===== src/rtl/sig_writer_pkg.sv =====
// sig_writer_pkg: signature field geometry, byte-enable constants and FSM states
package sig_writer_pkg;
  typedef enum logic [2:0] {IDLE, Z, H, C, DONE} state_e;
  localparam int C_WORDS = 4;
  localparam int Z_BASE = 4;
  localparam logic [7:0] BE_FULL = 8'hFF;
  localparam logic [7:0] BE_L2 = 8'hF0;
  localparam logic [7:0] BE_L3 = 8'hF8;
  localparam logic [7:0] BE_L5 = 8'hE0;
  function automatic logic lvl_ok(input logic [2:0] l);
    return l == 3'b010 || l == 3'b011 || l == 3'b101;
  endfunction
  function automatic int z_words(input logic [2:0] l);
    return l == 3'b010 ? 288 : l == 3'b011 ? 400 : 560;
  endfunction
  function automatic int h_words(input logic [2:0] l);
    return l == 3'b011 ? 8 : 11;
  endfunction
  function automatic int h_base(input logic [2:0] l);
    return Z_BASE + z_words(l);
  endfunction
  function automatic int total_words(input logic [2:0] l);
    return C_WORDS + z_words(l) + h_words(l);
  endfunction
  function automatic logic [7:0] last_be(input logic [2:0] l);
    return l == 3'b010 ? BE_L2 : l == 3'b011 ? BE_L3 : BE_L5;
  endfunction
endpackage


===== src/rtl/sig_writer_field_ctr.sv =====
// sig_field_ctr: per-field word counter with last-word flag and base-offset address
module sig_field_ctr #(
  parameter int AW = 10
) (
  input  logic          clk,
  input  logic          rst,
  input  logic          clr,
  input  logic          inc,
  input  logic [AW-1:0] len,
  input  logic [AW-1:0] base,
  output logic [AW-1:0] addr,
  output logic          last
);
  logic [AW-1:0] cnt_q, cnt_d;
  assign last = cnt_q == len - 1'b1;
  assign addr = base + cnt_q;
  // count accepted words, folding back to 0 after the field's final word
  always_comb cnt_d = clr ? '0 : inc ? (last ? '0 : cnt_q + 1'b1) : cnt_q;
  // counter register
  always_ff @(posedge clk) cnt_q <= rst ? '0 : cnt_d;
endmodule


===== src/rtl/sig_writer.sv =====
// sig_writer: reorders core z/h/c signature stream into c/z/h RAM layout
module sig_writer
  import sig_writer_pkg::*;
#(
  parameter int W  = 64,
  parameter int AW = 10
) (
  input  logic          clk,
  input  logic          rst,
  input  logic          start,
  input  logic [2:0]    sec_lvl,
  input  logic          valid_i,
  input  logic [W-1:0]  data_i,
  output logic          ready_o,
  input  logic          mem_busy,
  output logic          we,
  output logic [AW-1:0] waddr,
  output logic [W-1:0]  wdata,
  output logic [7:0]    wbe,
  output logic [AW-1:0] sig_words,
  output logic          done,
  output logic          err
);
  state_e        state_q, state_d;
  logic [2:0]    lvl_q, lvl_d;
  logic          err_q, err_d, we_q, we_d;
  logic [AW-1:0] sw_q, sw_d, waddr_q, waddr_d, len, base, addr;
  logic [W-1:0]  wdata_q, wdata_d;
  logic [7:0]    wbe_q, wbe_d;
  logic          last, hs, arm, go;
  assign ready_o = (state_q == Z || state_q == H || state_q == C) && !mem_busy;
  assign hs = valid_i && ready_o;
  assign arm = state_q == IDLE && start;
  assign go = arm && lvl_ok(sec_lvl);
  assign {we, waddr, wdata, wbe, sig_words, err} = {we_q, waddr_q, wdata_q, wbe_q, sw_q, err_q};
  assign done = state_q == DONE;
  // geometry of the field currently being received
  always_comb begin
    len = state_q == Z ? AW'(z_words(lvl_q)) : state_q == H ? AW'(h_words(lvl_q)) : AW'(C_WORDS);
    base = state_q == Z ? AW'(Z_BASE) : state_q == H ? AW'(h_base(lvl_q)) : '0;
  end
  sig_field_ctr #(.AW(AW)) u_ctr (
    .clk(clk), .rst(rst), .clr(arm), .inc(hs), .len(len), .base(base), .addr(addr), .last(last)
  );
  // field sequencing, level/err latching and registered RAM write
  always_comb begin
    state_d = state_q;
    unique case (state_q)
      IDLE:    state_d = go ? Z : IDLE;
      Z:       state_d = hs && last ? H : Z;
      H:       state_d = hs && last ? C : H;
      C:       state_d = hs && last ? DONE : C;
      default: state_d = IDLE;
    endcase
    lvl_d = go ? sec_lvl : lvl_q;
    err_d = arm ? !lvl_ok(sec_lvl) : err_q;
    sw_d = go ? AW'(total_words(sec_lvl)) : sw_q;
    we_d = hs;
    waddr_d = hs ? addr : waddr_q;
    wdata_d = hs ? data_i : wdata_q;
    wbe_d = hs ? (state_q == H && last ? last_be(lvl_q) : BE_FULL) : wbe_q;
  end
  // state and output registers
  always_ff @(posedge clk) begin
    if (rst) begin
      state_q <= IDLE;
      lvl_q <= '0;
      err_q <= 1'b0;
      sw_q <= '0;
      we_q <= 1'b0;
      waddr_q <= '0;
      wdata_q <= '0;
      wbe_q <= '0;
    end else begin
      state_q <= state_d;
      lvl_q <= lvl_d;
      err_q <= err_d;
      sw_q <= sw_d;
      we_q <= we_d;
      waddr_q <= waddr_d;
      wdata_q <= wdata_d;
      wbe_q <= wbe_d;
    end
  end
endmodule

===== config.mk =====
export PLATFORM = sky130hd
export DESIGN_NAME = sig_writer
export DESIGN_NICKNAME = d
export VERILOG_FILES = /design/src/rtl/sig_writer_pkg.sv /design/src/rtl/sig_writer_field_ctr.sv /design/src/rtl/sig_writer.sv
export SDC_FILE = /design/constraint.sdc
export NUM_CORES = 1
export LEC_CHECK = 0
export BUFFER_PORTS_ARGS = -buffer_cell sky130_fd_sc_hd__buf_2
export CORE_UTILIZATION = 49
export DETAILED_ROUTE_END_ITERATION = 6
export MAX_ROUTING_LAYER = met4
export PLACE_DENSITY = 0.87
export SYNTH_ARGS = -nofsm -noshare
export SYNTH_HDL_FRONTEND = slang
export SYNTH_SLANG_ARGS = --single-unit

===== constraint.sdc =====
create_clock -name clk -period 3.4 [get_ports clk]
set_input_delay 0 -clock clk [delete_from_list [all_inputs] [get_ports clk]]
set_output_delay 0 -clock clk [all_outputs]
set_load 0.01 [all_outputs]

**Word level (Yosys, flattened, before mapping)**

Index checks and enable logic that the tools add are counted.

- Register bits after elaboration: 110
- Input port bits: 72
- Output and inout bits: 96
- Logic and storage cells: 58

- $add $sub $neg: 6
- Equality and inequality tests: 10
- Muxes and demuxes: 19
- Reduce and logical (&&, ||, !) cells: 14

Operators by type and width:

| kind | count |
|---|---|
| 10-bit 2-to-1 mux | 8 |
| 3-bit by 10-bit adder with 10-bit output (first input constant) | 2 |
| 3-bit by 2-bit == test with 1-bit output (second input constant) | 6 |
| 5-bit 2-to-1 mux | 3 |
| 3-bit case mux with 4 select lines | 1 |
| 10-bit by 1-bit adder with 10-bit output (second input constant) | 1 |
| 10-bit adder | 1 |
| 10-bit by 4-bit adder with 10-bit output | 1 |
| 10-bit == test | 1 |
| 10-bit by 1-bit subtractor with 10-bit output (second input constant) | 1 |
| 3-bit == test (second input constant) | 2 |
| 1-bit logical AND | 6 |
| 2-bit 2-to-1 mux | 3 |
| 1-bit logical OR | 4 |
| 4-bit 2-to-1 mux | 1 |
| 3-bit by 1-bit == test with 1-bit output (second input constant) | 1 |
| 3-bit zero test | 1 |
| 3-bit 2-to-1 mux | 1 |
| 1-bit zero test | 2 |
| 1-bit 2-to-1 mux | 2 |
| 2-bit OR reduction | 1 |

**Logic depth before layout (Yosys ltp)**

Gate-level depths: netlist (run 1).

- Depth in word-level cells: 9
- Depth in mapped cells: 14

**Hierarchy**

Synthesis (run 1) repeated with hierarchy kept, for this count alone.

- Cells, all modules: 628
- Area, all modules: 5,335.1 um^2

Modules (own cells, without submodules):

| module | times used | cells an instance | area an instance (um^2) |
|---|---|---|---|
| sig_writer | 1 | 480 | 4,087.7 |
| sig_field_ctr | 1 | 148 | 1,247.4 |

**Worst setup path after synthesis (run 1)**

No wires, ideal clock.

- Kind: flip-flop to flip-flop
- Start: register state_q[0]
- End: register state_q[1]
- Library setup time: 119 ps
- Arrival: 2,879 ps
- Required time: 3,281 ps
- Slack: 402 ps
- Stages on the path, launching flop included: 15
- Path buffers: 3
- Clock period less this slack: 2,998 ps
- Path through: dfxtp_1 > buf_6 > or3b_1 > buf_4 > a21oi_4 > inv_1 > ha_1 > clkbuf_1 > xor2_1 > xnor2_1 > nand4b_1 > nor3_2 > o2111ai_2 > or4_4 > mux2i_1

- Word-level cells in the longest chain between the ends: 8
- Elaborated cells between the ends (all ways): 16
- Those cells by class: add/sub: 1; eq/ne: 4; mux: 5; reduce/logical: 6

RTL lines:

| element | RTL line | text |
|---|---|---|
| start: declaration | sig_writer.sv:24 | `state_e state_q, state_d;` |
| start signal: assignment | sig_writer.sv:75 | `state_q <= state_d;` |
| 3-bit by 2-bit == test with 1-bit output or 3-bit by 1-bit == test with 1-bit output (tied branches) | sig_writer.sv:31, sig_writer.sv:39, sig_writer.sv:48 |  |
| 4-bit 2-to-1 mux or 1-bit logical OR (tied branches) | sig_writer.sv:39, sig_writer.sv:31 |  |
| 10-bit 2-to-1 mux or 1-bit logical OR (tied branches) | sig_writer.sv:39, sig_writer.sv:31 |  |
| 10-bit by 1-bit subtractor with 10-bit output or 1-bit logical AND (tied branches) | sig_writer_field_ctr.sv:15, sig_writer.sv:31 |  |
| 10-bit == test or 1-bit logical AND (tied branches) | sig_writer_field_ctr.sv:15, sig_writer.sv:32 |  |
| 1-bit logical AND | sig_writer.sv:50, sig_writer.sv:52 |  |
| 3-bit 2-to-1 mux or 2-bit 2-to-1 mux (tied branches) | sig_writer.sv:52, sig_writer.sv:50 |  |
| 3-bit case mux with 4 select lines * | sig_writer.sv:48 | `unique case (state_q)` |

Mark *: on every way between the ends. The rest lies on a longest branch, timed or not.
A chain may end at the register's enable or synchronous reset.

**Worst setup path in the final report (run 1)**

Ends and elaborated chain as after synthesis.

==> results.md, run 1 <==
- Latest clock arrival within the worst-skew pair: ~0.35 ns
- Xor-xnor portion of the synthesized cell area: around 4.3%
- F_max: 311 MHz
- GR Util All Layers: around 28%
- Static Leak: roughly 2.6 nW
- Post CTS Setup Buffer Count: 0
- Vias in the first global route: about 4300
- Root Buffer: clkbuf_8
- Worst Hold Endpoint: sig_words[9]
- Die Wd: 95.5 um
- Post-detailed-route count of antenna-violating nets: 0
- N_diodes: 0
- Crit share post-route: between 90% and 100%
- Hold Startpoint: sec_lvl[1]
- Global route overflow: 0
- Post-synth top cells: 159 x nand2_1, 103 x dfxtp_1, 84 x a21oi_1
- Row cnt: 33
- Synth warn: 0
- Initial core utilization: ~50%
- Crit path largest cell delay: between 0.5 and 0.6 ns
- CP endpoint kind: register
- DR iter-0 viols: between 150 and 200
- Synth async-reset ratio: 0%
- RSZ-0062 raised after global routing: false
- Sequential share of the synthesized area: 48.1%
- Area delta synth->final: 39.8%
- Post-synth EDFFs: 0
- WP data required: around 3.7 ns
- Worst VDD drop: approximately 0.27 mV
- Via count: roughly 4500
- DP HPWL: ~8000 um
- Relative slew slack: 35.1%
- CP Data Arrival Time: about 3.5 ns
- Adder-cell share of the synthesized area: 2.34%
- Status: finished, final reports clean
- CTS max path bufs: 2
- Final Skew: about 0.0087 ns
- I/O pin total: 168
- Detail-routed via count per cell: roughly 5.3
- Hold crit path type: input pin to register
- Total CTS buffers: 9
- Synth Cell Area: about 4300 um2
- CORE AREA: roughly 8300 um2
- Antenna violations before repair: 0
- Die H: 95.5 um
- H-Tree Depth: 3
- GPL Wtd Cong: between 0.9 and 1
- Post-synth top area share: between 40% and 50%
- Mux cell area share after synthesis: less than 1%
- Nets: 825
- Reg clk slew, reported paths: roughly 0.10 ns
- Minimum clock period: about 3.2 ns
- Dominant synthesized flop cell: dfxtp_1
- Syn Area/Cell: 7.95 um2
- Share of post-route cells with drive strength above 1: between 20% and 30%
- CP Launch Type: register
- CP Class: register to register
- Peak fanout along the critical path: 10
- DR WL/cell: between 10 and 15 um
- Clock sinks: 103
- Setup TNS: 0 ns
- CP bufs+invs: 0
- PD cells: around 400 nW/um2
- Slew Limit Fails: 0
- Cells after Synth: about 540
- Unique masters post-synth: 44
- Mapped Nets: between 600 and 700
- Worst R2R Setup Slack: 0.18 ns
- CTS tree: done
- Final setup viols: 0
- Compound-Gate Fraction of Synth Area: roughly 16%
- Drt drc: 0
- Largest family of logic cells by synthesized area: simple AND/OR/NAND/NOR gates
- Worst reg2reg path depth: 10
- Worst reg2reg startpoint: state_q[0]
- WP depth: 10
- Kind of cell adding the most delay to the critical path: simple AND/OR/NAND/NOR gates
- Final core utilization: a little over 70%
- Slowest-stage cell, CP: or4_4
- Fillers: 614
- Worst hold path stage count: 4
- Most frequent cell after synthesis: nand2_1
- RR Endpoint: state_q[1]
- TritonRoute pass-1 iters: 4
- Total Routed Length: 12800 um
- Largest net degree at the start of global routing: between 50 and 60
- Top cells by area, synth: dfxtp_1 48%, nand2_1 14%, a21oi_1 9.8%
- Post-synth top area cell: dfxtp_1
- Max Cap Viol: 0
- Worst slew pin tran: a little under 1 ns
- Simple-Gate Fraction of Synth Area: between 20% and 30%
- Final Hold Fails: 0
- Crit-path cells: or3b_2 -> nand2_1 -> ha_1 -> xor2_1 -> xnor2_1 -> nand4b_1 -> nor3_2 -> o2111ai_2 -> or4_4 -> mux2i_1
- Global-route wire length before repair: 19600 um
- PortBufs: about 170
- Die area: around 9100 um2
- Yosys reg bits: 103
-- power by group --
group / leakage [nW] / total [mW] / internal (mW) / switching [mW]
clock: 0.112 / 0.871 / 0.444 / 0.427
combinational: 1.69 / 0.269 / 0.137 / 0.132
sequential: 0.833 / 1.25 / 1.23 / 0.0189
-- state kept, by name, indices dropped and copies added, names as in the netlist --
signal / flops
lvl_q: 3
waddr: 10
wbe: 4
state_q: 3
wdata: 64
err: 1
we: 1
u_ctr.cnt_q: 10
sig_words: 7
-- worst register-to-register path: stages, from the launching register on --
cell	delay, ns
dfxtp_1	0.49
or3b_2	0.54
nand2_1	0.13
ha_1	0.34
xor2_1	0.23
xnor2_1	0.14
nand4b_1	0.13
nor3_2	0.20
o2111ai_2	0.23
or4_4	0.56
mux2i_1	0.13
-- stage by stage --
step                      hold slack [ns]  instance area [um2]  power (mW)  setup slack, ns  cells
final                               0.120                 5990        2.39            0.184    855
after global routing                0.145                 5990        2.48           0.0558    855
after CTS                          0.0970                 5980        2.40            0.170    855
after detailed placement            0.245                 5090        1.48            0.211    773
after global placement              0.240                 5090        1.47            0.229    773
after floorplan                    0.0626                 4280        1.39            0.402    539
-- cell families after synthesis --
kind of cell | Yosys count
simple gates | 238
compound gates | 120
flops | 103
buf+inv | 45
xor+xnor | 21
fa+ha+maj | 8
mux | 3
other cells | 1
-- cell type report --
cell class                 instances  area, um2  share of cell area [%]
clock inverter                     5       87.6                    1.46
multi-input combinational        391       2020                    33.7
inverter                           1       3.75                  0.0627
sequential                       103       2060                    34.4
timing repair buffer             239       1540                    25.8
clock buffer                      11        141                    2.36
tap                              105        131                    2.19
-- worst max path at each step --
stage | start | endpoint | slack [ns]
final | state_q[0] | state_q[1] | 0.18
after global routing | state_q[0] | state_q[0] | 0.06
after CTS | state_q[2] | state_q[1] | 0.17
after detailed placement | state_q[0] | state_q[1] | 0.21
after global placement | state_q[2] | state_q[1] | 0.23
after floorplan | state_q[0] | state_q[1] | 0.40
-- cell usage in the layout (no fill, tap or decap), types with 2 or more instances in the layout --
master	synthesis	final
a211oi_1	7	7
a21o_1	2	2
a21oi_1	84	84
a31oi_1	4	4
and2_1	4	3
and3_1	3	3
buf_2	2	166
buf_4	9	7
bufinv_16	0	2
clkbuf_8	0	10
dfxtp_1	103	103
dlygate4sd3_1	0	66
ha_1	8	8
mux2i_1	3	3
nand2_1	159	158
nand4_1	6	6
nor2_1	43	43
nor2b_1	6	6
nor3_1	2	2
nor3b_1	4	4
o21ai_0	13	13
or3_1	2	2
xnor2_1	9	9
xor2_1	12	12
-- what timing repair did --
item / CTS / global route
hold buffers: 66 / 0
hold endpoints to repair: 67 / 0
endpoints found under the setup margin: 0 / 10
gates resized for setup: 0 / 2
-- layer usage --
layer  GRT usage, %  vias up  wire [um]
met2           49.8      186       6600
li1               -     2184          -
met4           10.9        0        275
met3           5.02       29        690
met5              -        -          0
met1           32.1     2095       5230
Power figures use the tool's default switching activity.
==> run 2, diff against run 1 <==
--- a/config.mk
+++ b/config.mk
@@ -10,6 +10,7 @@
 export DETAILED_ROUTE_END_ITERATION = 6
 export MAX_ROUTING_LAYER = met4
 export PLACE_DENSITY = 0.87
+export RECOVER_POWER = 50
 export SYNTH_ARGS = -nofsm -noshare
 export SYNTH_HDL_FRONTEND = slang
 export SYNTH_SLANG_ARGS = --single-unit
==> results.md, run 2 (synthesis results as in run 1) <==
- Total CTS buffers: 9 (unchanged)
- Worst R2R Setup Slack: 0.18 ns (about the same)
- Worst reg2reg startpoint: state_q[0] (unchanged)
- Root Buffer: clkbuf_8 (unchanged)
- Switching power share of the total: 24.5% (was 24.2%)
- Via count: 4489 (was 4494)
- Initial core utilization: 51.4% (unchanged)
- Die area: 9120 um2 (unchanged)
- CP Class: register to register (unchanged)
- Global route overflow: 0 (unchanged)
- Hold Startpoint: sec_lvl[1] (unchanged)
- Status: finished, final reports clean (unchanged)
- Slew Limit Fails: 0 (unchanged)
- Placed Cells: 773 (unchanged)
- Minimum clock period: 3.22 ns (about the same)
- Final Instance Area: 5870 um2 (was 5990 um2)
- I/O pin total: 168 (unchanged)
- Die Wd: 95.5 um (unchanged)
- Static Leak: 2.22 nW (was 2.63 nW)
- Final Skew: 0.0109 ns (was 0.00869 ns)
- Global-route wire length before repair: 19600 um (unchanged)
- CTS tree: done (unchanged)
- WP data required: 3.65 ns (about the same)
- DR iter-0 viols: 184 (was 165)
- Hold crit path type: input pin to register (unchanged)
- Crit share post-route: 94.7% (was 94.6%)
- Detail-routed via count per cell: 5.25 (was 5.26)
- GRT busiest layer: met2 (unchanged)
- F_max: 311 MHz (about the same)
- Slowest-stage cell, CP: or4_4 (unchanged)
- PD cells: 407 nW/um2 (was 399 nW/um2)
- Worst reg2reg path depth: 10 (unchanged)
- Internal Pwr Total: 1.81 mW (about the same)
- Worst VDD drop: 0.270 mV (was 0.269 mV)
- Drt drc: 0 (unchanged)
- Switching power: 585 uW (was 578 uW)
- Most common cell after layout, fill and taps aside: nand2_1 (was buf_2)
- Sequential power share: 52.4% (was 52.3%)
- RSZ-0062 raised after global routing: false (unchanged)
- GPL Wtd Cong: 0.908 (unchanged)
- CP endpoint kind: register (unchanged)
- Antenna violations before repair: 0 (unchanged)
- CORE AREA: 8340 um2 (unchanged)
- CP Data Arrival Time: 3.47 ns (was 3.46 ns)
- Relative slew slack: 35.2% (was 35.1%)
- N_diodes: 0 (unchanged)
- Worst Hold Endpoint: sig_words[9] (unchanged)
- Total Routed Length: 12800 um (about the same)
- Vias in the first global route: 4293 (unchanged)
- Row cnt: 33 (unchanged)
- Clock sinks: 103 (unchanged)
- PortBufs: 166 (unchanged)
- DR WL/cell: 15.0 um (about the same)
- Share of post-route cells with drive strength above 1: 14.0% (was 26.7%)
- Final Hold Fails: 0 (unchanged)
- Peak fanout along the critical path: 10 (unchanged)
- Setup TNS: 0 ns (unchanged)
- Layout Cells excl Fill: 855 (unchanged)
- Reg clk slew, reported paths: 0.10 ns (about the same)
- TritonRoute pass-1 iters: 4 (unchanged)
- Most frequent cells in the layout: 158 x nand2_1, 103 x dfxtp_1, 96 x clkbuf_1 (was 166 x buf_2, 158 x nand2_1, 103 x dfxtp_1)
- Final setup viols: 0 (unchanged)
- Largest net degree at the start of global routing: 54 (unchanged)
- Latest clock arrival within the worst-skew pair: 0.35 ns (about the same)
- GR Util All Layers: 28.4% (unchanged)
- H-Tree Depth: 3 (unchanged)
- Nets: 825 (unchanged)
- Dpl cell area: 5090 um2 (unchanged)
- Clock Power Share: 36.7% (was 36.4%)
- Area delta synth->final: 37.0% (was 39.8%)
- Comb power frac: 10.9% (was 11.3%)
- Crit-path cells: or3b_2 -> nand2_1 -> ha_1 -> xor2_1 -> xnor2_1 -> nand4b_1 -> nor3_2 -> o2111ai_2 -> or4_4 -> mux2i_1 (unchanged)
- Crit path largest cell delay: 0.56 ns (about the same)
- DP HPWL: 7960 um (unchanged)
- CP Launch Type: register (unchanged)
- Max FFs per register: 64 (unchanged)
- Max Cap Viol: 0 (unchanged)
- Met1 usage: 32.1% (unchanged)
- Worst hold path stage count: 4 (unchanged)
- Met2 Use GR: 49.8% (unchanged)
- Die H: 95.5 um (unchanged)
- Post-detailed-route count of antenna-violating nets: 0 (unchanged)
- Total Power: 2.39 mW (about the same)
- Worst slew pin tran: 0.972 ns (was 0.974 ns)
- CTS max path bufs: 2 (unchanged)
- Met3 Use GR: 5.02% (unchanged)
- RR Endpoint: state_q[1] (unchanged)
-- run 2: changes by cell type in the layout (fill, tap and decap cells not counted), sizes merged --
cell,before,now
clkbuf,11,106
buf,173,78
-- run 2: how the worst max path moves through the flow --
stage,startpoint,end,slack (ns)
2_1_floorplan,state_q[0],state_q[1],0.40
3_3_place_gp,state_q[2],state_q[1],0.23
3_5_place_dp,state_q[0],state_q[1],0.21
4_1_cts,state_q[2],state_q[1],0.17
5_1_grt,state_q[0],state_q[0],0.06
6_report,state_q[0],state_q[1],0.18
-- run 2: repair_timing --
item,4_1_cts,5_1_grt
hold buffers,66,0
endpoints found under the hold margin,67,0
buffers inserted,0,0
endpoints found under the setup margin,0,10
gates resized for setup,0,2
-- run 2: worst max-delay path, delay by kind of cell (launching register included) --
| family | cells | cell delay, ns |
|---|---|---|
| multiplexers | 1 | 0.13 |
| AO/OA/AOI/OAI | 1 | 0.23 |
| AND/OR/NAND/NOR | 5 | 1.56 |
| flip-flops | 1 | 0.50 |
| adder cells (fa/ha/maj) | 1 | 0.34 |
| XOR/XNOR | 2 | 0.38 |
-- run 2: layout make-up --
cell class | instances | area (um2)
timing repair buffer | 239 | 1420
fill | 685 | 2470
sequential | 103 | 2060
tap | 105 | 131
multi-input combinational | 391 | 2020
clock buffer | 11 | 141
inverter | 1 | 3.75
clock inverter | 5 | 87.6
-- run 2: power by group through the flow --
stage / logic, mW / clock network (mW) / registers, mW
after floorplan: 0.108 / 0 / 1.29
after detailed placement: 0.202 / 0 / 1.28
after global placement: 0.197 / 0 / 1.28
after CTS: 0.262 / 0.884 / 1.25
after global routing: 0.284 / 0.930 / 1.26
final: 0.261 / 0.877 / 1.25
-- run 2: layer usage --
layer	share of wire, %	wire [um]	vias up
met1	41	5250	2113
met5	0	0	-
met2	52	6650	168
met4	1.7	223	0
li1	-	-	2185
met3	5.6	720	23
-- run 2: through the flow --
step                setup slack, ns  hold slack, ns  util (%)
detailed placement            0.211           0.245      61.1
floorplan                     0.402          0.0626         -
global route                 0.0558           0.146      70.3
CTS                           0.170          0.0970      71.7
finish                        0.180           0.120      70.3
global placement              0.229           0.240      61.1
